**src/rtl/loader_pkg.sv**
```systemverilog
// Shared definitions for the boot-time instruction memory loader.
package loader_pkg;
   localparam int BYTES_PER_WORD = 4;
   localparam int LEN_WIDTH_DEF  = 16;

   typedef enum logic [2:0] {
      ST_IDLE,
      ST_LEN_LO,
      ST_LEN_HI,
      ST_DATA,
      ST_WRITE,
      ST_DONE,
      ST_ERR
   } state_t;
endpackage

```
**src/rtl/word_packer.sv**
```systemverilog
// Little-endian byte-to-word assembler: byte k of a word lands at bits [8k+7:8k].
module word_packer
   import loader_pkg::*;
(
   input  logic        clk,
   input  logic        rst,
   input  logic        clear_i,
   input  logic        take_i,
   input  logic [7:0]  byte_i,
   output logic [31:0] word_o,
   output logic        word_ready_o
);

   logic [1:0]  cnt_q;
   logic [23:0] sh_q;

   localparam logic [1:0] LAST_IDX = 2'(BYTES_PER_WORD - 1);

   // The final byte is combined on the fly so the word is complete in the accepting cycle.
   assign word_o       = {byte_i, sh_q};
   assign word_ready_o = take_i && (cnt_q == LAST_IDX);

   always_ff @(posedge clk) begin
      if (rst || clear_i) begin
         cnt_q <= '0;
         sh_q  <= '0;
      end else if (take_i) begin
         cnt_q <= (cnt_q == LAST_IDX) ? 2'd0 : cnt_q + 2'd1;
         sh_q  <= {byte_i, sh_q[23:8]};
      end
   end

endmodule

```
**src/rtl/instr_mem_loader.sv**
```systemverilog
// Boot loader: length-prefixed byte stream -> one instruction memory write per assembled word,
// holding the core until a load has completed successfully.
module instr_mem_loader
   import loader_pkg::*;
#(
   parameter int DATA_WIDTH   = 32,
   parameter int MEM_CAPACITY = 10,
   parameter int LEN_WIDTH    = loader_pkg::LEN_WIDTH_DEF
) (
   input  logic                  clk,
   input  logic                  rst,
   input  logic                  en,
   input  logic                  start,
   input  logic                  byte_valid,
   input  logic [7:0]            byte_data,
   output logic                  byte_ready,
   output logic                  mem_we,
   output logic [DATA_WIDTH-1:0] mem_addr,
   output logic [DATA_WIDTH-1:0] mem_wd,
   output logic                  core_hold,
   output logic                  busy,
   output logic                  done,
   output logic                  error,
   output logic [LEN_WIDTH-1:0]  words_loaded
);

   localparam logic [LEN_WIDTH-1:0] CAP_L = LEN_WIDTH'(MEM_CAPACITY);

   state_t                  state_q;
   logic [LEN_WIDTH-1:0]    len_q;
   logic [LEN_WIDTH-1:0]    idx_q;
   logic [LEN_WIDTH-1:0]    words_q;
   logic [DATA_WIDTH-1:0]   wd_q;
   logic                    done_q;
   logic                    err_q;
   logic                    loaded_q;

   logic [LEN_WIDTH-1:0]    len_d;
   logic [LEN_WIDTH-1:0]    idx_d;
   logic                    idle_like;
   logic                    start_ok;
   logic                    take;
   logic                    word_ready;
   logic [31:0]             word;

   assign idle_like  = (state_q == ST_IDLE) || (state_q == ST_DONE) || (state_q == ST_ERR);
   assign byte_ready = en && ((state_q == ST_LEN_LO) || (state_q == ST_LEN_HI) ||
                              (state_q == ST_DATA));
   assign take       = byte_valid && byte_ready && (state_q == ST_DATA);
   assign start_ok   = en && start && idle_like;
   assign len_d      = LEN_WIDTH'({byte_data, len_q[7:0]});
   assign idx_d      = idx_q + LEN_WIDTH'(1);

   // A frozen WRITE must not strobe memory; it completes on the first enabled cycle.
   assign mem_we       = en && (state_q == ST_WRITE);
   assign mem_addr     = DATA_WIDTH'(idx_q);
   assign mem_wd       = wd_q;
   assign busy         = !idle_like;
   assign core_hold    = !loaded_q || busy;
   assign done         = done_q;
   assign error        = err_q;
   assign words_loaded = words_q;

   word_packer u_packer (
      .clk          (clk),
      .rst          (rst),
      .clear_i      (start_ok),
      .take_i       (take),
      .byte_i       (byte_data),
      .word_o       (word),
      .word_ready_o (word_ready)
   );

   always_ff @(posedge clk) begin
      if (rst) begin
         state_q  <= ST_IDLE;
         len_q    <= '0;
         idx_q    <= '0;
         words_q  <= '0;
         wd_q     <= '0;
         done_q   <= 1'b0;
         err_q    <= 1'b0;
         loaded_q <= 1'b0;
      end else if (en) begin
         case (state_q)
            ST_IDLE, ST_DONE, ST_ERR: begin
               if (start) begin
                  state_q  <= ST_LEN_LO;
                  len_q    <= '0;
                  idx_q    <= '0;
                  words_q  <= '0;
                  done_q   <= 1'b0;
                  err_q    <= 1'b0;
                  loaded_q <= 1'b0;
               end
            end
            ST_LEN_LO: begin
               if (byte_valid) begin
                  len_q[7:0] <= byte_data;
                  state_q    <= ST_LEN_HI;
               end
            end
            ST_LEN_HI: begin
               if (byte_valid) begin
                  len_q <= len_d;
                  if (len_d == '0) begin
                     state_q  <= ST_DONE;
                     done_q   <= 1'b1;
                     loaded_q <= 1'b1;
                  end else if (len_d > CAP_L) begin
                     state_q <= ST_ERR;
                     err_q   <= 1'b1;
                  end else begin
                     state_q <= ST_DATA;
                  end
               end
            end
            ST_DATA: begin
               if (word_ready) begin
                  wd_q    <= word;
                  state_q <= ST_WRITE;
               end
            end
            ST_WRITE: begin
               idx_q   <= idx_d;
               words_q <= words_q + LEN_WIDTH'(1);
               if (idx_d == len_q) begin
                  state_q  <= ST_DONE;
                  done_q   <= 1'b1;
                  loaded_q <= 1'b1;
               end else begin
                  state_q <= ST_DATA;
               end
            end
            default: state_q <= ST_IDLE;
         endcase
      end
   end

endmodule
```
**config.mk**
```make
export PLATFORM = sky130hd
export DESIGN_NAME = instr_mem_loader
export DESIGN_NICKNAME = d
export VERILOG_FILES = /design/src/rtl/loader_pkg.sv /design/src/rtl/word_packer.sv /design/src/rtl/instr_mem_loader.sv
export SDC_FILE = /design/constraint.sdc
export NUM_CORES = 1
export LEC_CHECK = 0
export ABC_AREA = 0
export CORE_MARGIN = 2
export CORE_UTILIZATION = 56
export DETAILED_ROUTE_END_ITERATION = 10
export GPL_TIMING_DRIVEN = 0
export PLACE_DENSITY = 0.95
export REMOVE_ABC_BUFFERS = 1
export SYNTH_ARGS = -nofsm -noshare
export SYNTH_HDL_FRONTEND = slang
export SYNTH_SLANG_ARGS = --single-unit
```
**constraint.sdc**
```tcl
create_clock -name clk -period 5.6 [get_ports clk]
set_clock_uncertainty 0.15 [all_clocks]
set_input_delay 1.12 -clock clk [delete_from_list [all_inputs] [get_ports clk]]
set_output_delay 1.12 -clock clk [all_outputs]
set_load 0.02 [all_outputs]
```
==> key figures, run 1 <==
Yosys
  – Cell count after synthesis: 644
  – Share of the synthesized area in the top cell type: 43.6%
  – Largest family of logic cells by synthesized area: simple AND/OR/NAND/NOR gates
  – EDFF count, synth: 0
  – Ys flop type: dfxtp_1
  – Mux cell area share after synthesis: 0.613%
  – Netlist area before placement: 0.00510 sq mm
  – Synth Area in Compound Gates: 15.9%
  – Synth Area in XOR/XNOR: 7.56%
  – Synth unique cells: 64
  – Seq cells post-synth: 111
  – Warning count from the yosys run: 0
  – Top post-synthesis cells by area: dfxtp_1 (44%), nand2_1 (11%), a21oi_1 (8.0%), xnor2_1 (4.6%), nor2_1 (4.0%)
  – Sequential element share of the synthesized area: 43.6%
  – Adder-Cell Fraction of Synth Area: 0.736%
  – Largest area contributor in the netlist: dfxtp_1
  – Simple-gate share of the synthesized area: 25.1%
  – Asr flop ratio synth: 0%
  – Avg Inst Size Synth: 7.92 sq um

Place
  – Pre-CTS setup slack: 1.38 ns
  – GPL Wtd Cong: 0.882
  – Placed cells: 796
  – Dpl hpwl: 8200 um
  – Number of port buffers: 82

Worst hold path
  – HP Start: u_packer.sh_q[2]
  – Hold/Removal Path Class: register to register
  – Hold Path Cell Cnt: 2

Power and ir drop
  – Pwr Density: 240 mW/mm^2
  – P_leak: 0.00199 uW
  – Worst VDD drop: 0.158 mV

Worst setup path
  – Top cell by count, worst path: clkdlybuf4s50_1
  – Crit start category: input port
  – Worst path bufs/invs: 3
  – CP peak stage delay: 0.96 ns
  – CP cell instances: clkdlybuf4s50_1, nand2_1, inv_1, clkdlybuf4s50_1
  – CP top delay family: buffers and inverters
  – Crit Path Max Fanout: 22
  – Worst EP required: 4.33 ns
  – Stages on worst setup path: 4
  – Crit. Startpoint: en
  – CP max-delay cell: clkdlybuf4s50_1
  – Setup crit end kind: primary output
  – Setup Crit Path Kind: input port to primary output
  – R2R depth: 4
  – Crit path DAT: 3.00 ns
  – FF-to-FF Start: state_q[1]

Clock network
  – Post_cts resized: 0
  – Setup bufs post-CTS: 0
  – TritonCTS clock tree: done
  – Root Driver: clkbuf_8
  – Clk slew on worst S/H paths: 0.10 ns
  – Cts hold-fix bufs: 0
  – CTS Buf Count: 9
  – Max Buffers Root-to-Sink: 2
  – Worst skew pair latency: 0.37 ns
  – Htree depth: 3
  – Clk sink count: 111

Die
  – Full die area: 0.00988 sq mm
  – Die Y: 99.4 um
  – I/O pin cnt: 99
  – Std cell rows: 34
  – Die X: 99.4 um
  – Initial Util: 58.2%
  – Core Region: 0.00876 sq mm

STA
  – Final Worst Setup Slack: 1.33 ns
  – Finish-stage setup viols: 0
  – Slew Limit Fails: 0
  – RSZ-0062 raised after global routing: no
  – Minimum clock period: 4.27 ns
  – Final hold vios: 0
  – F_max: 234 MHz
  – Max_slew headroom: 18.7%
  – Tcrit/Tclk final: 76.3%
  – Setup Total Neg Slack: 0 ns
  – Hold slack final: 0.306 ns
  – Worst-Margin Slew: 1.22 ns

Layout
  – Fin cells: 812
  – Layout cells sized above 1: 4.83%
  – Nets: 715
  – Fillers: 689
  – Area grow syn2layout: 18.9%
  – Register area: 0.00222 sq mm
  – Antenna diodes: 0
  – Area occupied by multi-input gates: 0.00261 sq mm
  – Util after Layout: 69.2%

Route
  – Routed vias: 4568
  – Vias/cell: 5.63
  – Initial DRC count: 325
  – Drt pass-1 iters: 5
  – Routed Antenna Nets: 0
  – Routed wire per std cell: 14.8 um
  – DRC viols: 0
  – Routed wire length: 12000 um

Global routing
  – GRT Residual Overflow: 0
  – GR Util All Layers: 23.9%
  – Pin count of the biggest net entering global routing: 68
  – Initial antenna violation count: 0
  – First-pass GRT wire length: 19600 um
  – Vias in the first global route: 4162

Job
  – Max-capacitance violation count: 0

Status
  – Status: completed
[worst register-to-register path, stage by stage (launching register included)]
cell and delay (ns):
dfxtp_1 0.65, nor2b_1 0.52, nand3_1 0.98, nand2_1 0.35, a21oi_1 0.13
[Yosys cell counts, types with 3 or more instances]
cell	n
a21oi_1	82
a22oi_1	8
and2_1	4
and3_1	5
buf_1	4
buf_2	7
buf_4	18
clkbuf_1	23
dfxtp_1	111
ha_1	3
inv_1	14
nand2_1	144
nand2b_1	3
nand3_1	18
nand4_1	5
nor2_1	55
nor2b_1	5
nor3_1	13
nor3b_1	3
nor4_1	9
o2111ai_1	4
o21ai_0	7
or3_1	6
xnor2_1	27
xor2_1	17
[logic make-up after synthesis]
| family | after synthesis |
|---|---|
| AO/OA/AOI/OAI | 133 |
| XOR/XNOR | 44 |
| adder cells (fa/ha/maj) | 3 |
| buffers and inverters | 67 |
| flip-flops | 111 |
| multiplexers | 3 |
| other | 1 |
| AND/OR/NAND/NOR | 282 |
[where the power goes]
part	internal [uW]	switching [uW]
sequential	797	13.9
clock	222	294
combinational	44.9	82.5
total	1060	390
[routing by layer]
layer / vias up / part of all wire, % / GRT usage (%)
li1: 2261 / - / -
met1: 2128 / 44 / 32.7
met2: 157 / 48 / 38.9
met3: 22 / 6.1 / 3.16
met4: 0 / 1.4 / 8.64
met5: - / 0 / 0
[worst paths after layout]
check,end,slack [ns]
worst max register to register,mem_wd[31],2.66
worst min register to register,mem_wd[2],0.31
worst max-delay path,mem_we,1.33
worst min-delay path,mem_wd[2],0.31
[state kept, by name (all words and copies together), names as in the netlist]
register,flops
u_packer.sh_q,24
loaded_q,1
u_packer.cnt_q,2
error,1
len_q,16
state_q,3
words_loaded,16
mem_wd,32
idx_q,16
[cell usage in the layout, fill, tap and decap left out, types with 14 or more instances in the layout]
master	n
conb_1	16
xor2_1	17
nor2_1	55
dfxtp_1	111
xnor2_1	27
nand2_1	144
inv_1	14
nand3_1	18
a21oi_1	82
clkdlybuf4s50_1	81
[area by class of cell]
cell class | instances | area share, %
multi-input cells | 481 | 43.1
flip-flops and latches | 111 | 36.7
repair buffers | 82 | 13.5
well taps | 108 | 2.23
clock buffers | 9 | 2.04
clock inverters | 7 | 1.65
inverters | 14 | 0.867
[through the flow]
step / cell area (sq um) / power [uW]
6_report: 6060 / 1450
3_5_place_dp: 5830 / 952
5_1_grt: 6060 / 1510
4_1_cts: 6050 / 1460
2_1_floorplan: 4880 / 901
3_3_place_gp: 5830 / 948
Note: power is estimated with default switching activity, not from simulation.
==> inputs of run 2 (changes only) <==
--- a/config.mk
+++ b/config.mk
@@ -7,10 +7,10 @@
 export LEC_CHECK = 0
 export ABC_AREA = 0
 export CORE_MARGIN = 2
-export CORE_UTILIZATION = 56
+export CORE_UTILIZATION = 52
 export DETAILED_ROUTE_END_ITERATION = 10
 export GPL_TIMING_DRIVEN = 0
-export PLACE_DENSITY = 0.95
+export PLACE_DENSITY = 0.9
 export REMOVE_ABC_BUFFERS = 1
 export SYNTH_ARGS = -nofsm -noshare
 export SYNTH_HDL_FRONTEND = slang
==> constraint.sdc (replaced) <==
create_clock -name clk -period 4 [get_ports clk]
set_clock_uncertainty 0.15 [all_clocks]
set_input_delay 0.8 -clock clk [delete_from_list [all_inputs] [get_ports clk]]
set_output_delay 0.8 -clock clk [all_outputs]
set_load 0.02 [all_outputs]
==> run 2 against run 1 <==
Effect of this change:
- sequential share of layout area is 0.068 points lower
- largest cell class unchanged
- sequential power is 39% higher
- core utilization is 6.2 points lower
- design area is 0.19% higher
- critical path type unchanged
- non-clock buffer count stayed put
- global-route usage is 0.84 points lower
==> key figures, run 2 (same netlist as run 1, synthesis figures left out) <==
Status
  – Status: completed (unchanged)

STA
  – Worst-Margin Slew: 1.15 ns (was 1.22 ns)
  – Setup Total Neg Slack: 0 ns (unchanged)
  – RSZ-0062 raised after global routing: no (unchanged)
  – F_max: 269 MHz
  – Final hold vios: 0 (unchanged)
  – Slew Limit Fails: 0 (unchanged)
  – Max_slew headroom: 23.3% (was 18.7%)
  – Tcrit/Tclk final: 93.1%
  – Minimum clock period: 3.72 ns
  – Finish-stage setup viols: 0 (unchanged)

Clock network
  – Worst skew pair latency: 0.37 ns (about the same)
  – Htree depth: 3 (unchanged)
  – Max Buffers Root-to-Sink: 2 (unchanged)
  – TritonCTS clock tree: done (unchanged)
  – CTS Buf Count: 9 (unchanged)
  – Cts hold-fix bufs: 0 (unchanged)
  – Setup bufs post-CTS: 0 (unchanged)
  – Post_cts resized: 0 (unchanged)
  – Root Driver: clkbuf_8 (unchanged)
  – Clk slew on worst S/H paths: 0.10 ns (about the same)
  – Clk sink count: 111 (unchanged)

Power and ir drop
  – Int Pwr: 1480 uW (was 1060 uW)
  – Gate power share: 8.8% (about the same)
  – Tot Pwr: 2010 uW (was 1450 uW)
  – Net Sw Power: 525 uW (was 390 uW)
  – Sequential share of power: 56.6% (was 55.8%)
  – Worst VDD drop: 0.234 mV (was 0.158 mV)
  – Sw Share: 26.2% (was 26.8%)
  – P_leak: 0.00198 uW (was 0.00199 uW)
  – Clk pwr share: 34.7% (was 35.4%)
  – Pwr Density: 330 mW/mm^2 (was 240 mW/mm^2)

Layout
  – Antenna diodes: 0 (unchanged)
  – Most common cell after layout, fill and taps aside: nand2_1 (unchanged)
  – Commonest cells after routing, fill and taps aside: nand2_1 (144), dfxtp_1 (111), a21oi_1 (82) (unchanged)
  – Nets: 715 (unchanged)
  – Register area: 0.00222 sq mm (unchanged)
  – Area occupied by multi-input gates: 0.00261 sq mm (unchanged)
  – Largest register FFs: 32 (unchanged)
  – Fillers: 834 (was 689)
  – Area grow syn2layout: 19.1% (was 18.9%)
  – Layout cells sized above 1: 4.69% (was 4.83%)

Worst hold path
  – Hold/Removal Path Class: register to register (unchanged)
  – Worst Hold Endpoint: mem_wd[3] (was mem_wd[2])
  – Hold Path Cell Cnt: 2 (unchanged)
  – HP Start: u_packer.sh_q[3] (was u_packer.sh_q[2])

Worst setup path
  – Setup Crit Path Kind: input port to primary output (unchanged)
  – Worst EP required: 3.05 ns (was 4.33 ns)
  – Setup crit end kind: primary output (unchanged)
  – Reg2Reg Setup Slack: 1.23 ns (was 2.66 ns)
  – Crit Path Max Fanout: 22 (unchanged)
  – FF-to-FF Start: state_q[1] (unchanged)
  – Crit start category: input port (unchanged)
  – Crit path DAT: 2.77 ns (was 3.00 ns)
  – Worst r2r dst: mem_wd[6] (was mem_wd[31])
  – R2R depth: 4 (unchanged)

Place
  – GPL Wtd Cong: 0.894 (was 0.882)
  – Dpl hpwl: 8230 um (was 8200 um)
  – Number of port buffers: 82 (unchanged)

Die
  – Die X: 103 um (was 99.4 um)
  – I/O pin cnt: 99 (unchanged)
  – Core Region: 0.00964 sq mm (was 0.00876 sq mm)
  – Die Y: 103 um (was 99.4 um)
  – Initial Util: 52.9% (was 58.2%)
  – Full die area: 0.0106 sq mm (was 0.00988 sq mm)
  – Std cell rows: 36 (was 34)

Global routing
  – Grt met2 use: 39.7% (was 38.9%)
  – Pin count of the biggest net entering global routing: 68 (unchanged)
  – Initial antenna violation count: 0 (unchanged)
  – GR Util All Layers: 23.1% (was 23.9%)
  – Vias in the first global route: 4315 (was 4162)
  – GR met1 Demand/Resource: 29.9% (was 32.7%)
  – Top Usage Layer GRT: met2 (unchanged)
  – First-pass GRT wire length: 19900 um (was 19600 um)
  – GRT Residual Overflow: 0 (unchanged)
  – Grt met3 use: 3.25% (was 3.16%)

Route
  – Routed wire length: 11900 um (was 12000 um)
  – Initial DRC count: 368 (was 325)
  – DRC viols: 0 (unchanged)
  – Routed Antenna Nets: 0 (unchanged)
  – Routed vias: 4609 (was 4568)
  – Drt pass-1 iters: 5 (unchanged)
  – Routed wire per std cell: 14.2 um (was 14.8 um)
  – Vias/cell: 5.51 (was 5.63)

Job
  – Max-capacitance violation count: 0 (unchanged)
## run 2: layout make-up
| cell class | instances | area share, % |
|---|---|---|
| Multi-Input combinational cell | 481 | 43.0 |
| Clock inverter | 6 | 1.26 |
| Timing Repair Buffer | 82 | 13.4 |
| Sequential cell | 111 | 36.6 |
| Inverter | 14 | 0.865 |
| Clock buffer | 10 | 2.10 |
| Tap cell | 133 | 2.74 |
## run 2: how the worst max path moves through the flow
stage | start | endpoint | cells past startpoint
global placement | rst | loaded_q | 4
detailed placement | en | mem_we | 4
global route | en | mem_we | 4
CTS | en | mem_we | 4
floorplan | start | idx_q[11] | 6
finish | en | mem_we | 4
## run 2: routing by layer
metal | part of all wire (%) | wire [um]
met5 | 0 | 0
met3 | 5.5 | 652
met2 | 48 | 5740
met4 | 1.4 | 164
met1 | 45 | 5340
## run 2: power groups by stage
stage	Combinational, uW	Clock (uW)	Sequential, uW
global placement	168	0	1160
CTS	172	708	1130
global route	192	752	1140
detailed placement	171	0	1160
floorplan	102	0	1160
finish	176	695	1130
## run 2: critical path: stages
cell	delay, ns
clkdlybuf4s50_1	1.00
nand2_1	0.22
inv_1	0.12
clkdlybuf4s50_1	0.62
## run 2: through the flow
stage	hold WS (ns)	setup WS (ns)	cells	util, %	instance area (sq um)
global placement	0.287	-0.0795	821	60.9	5870
global route	0.320	0.172	837	63.0	6070
finish	0.303	0.278	837	63.0	6070
CTS	0.306	0.336	837	62.9	6060
floorplan	0.276	1.60	606	-	4880
detailed placement	0.295	0.354	821	60.8	5860
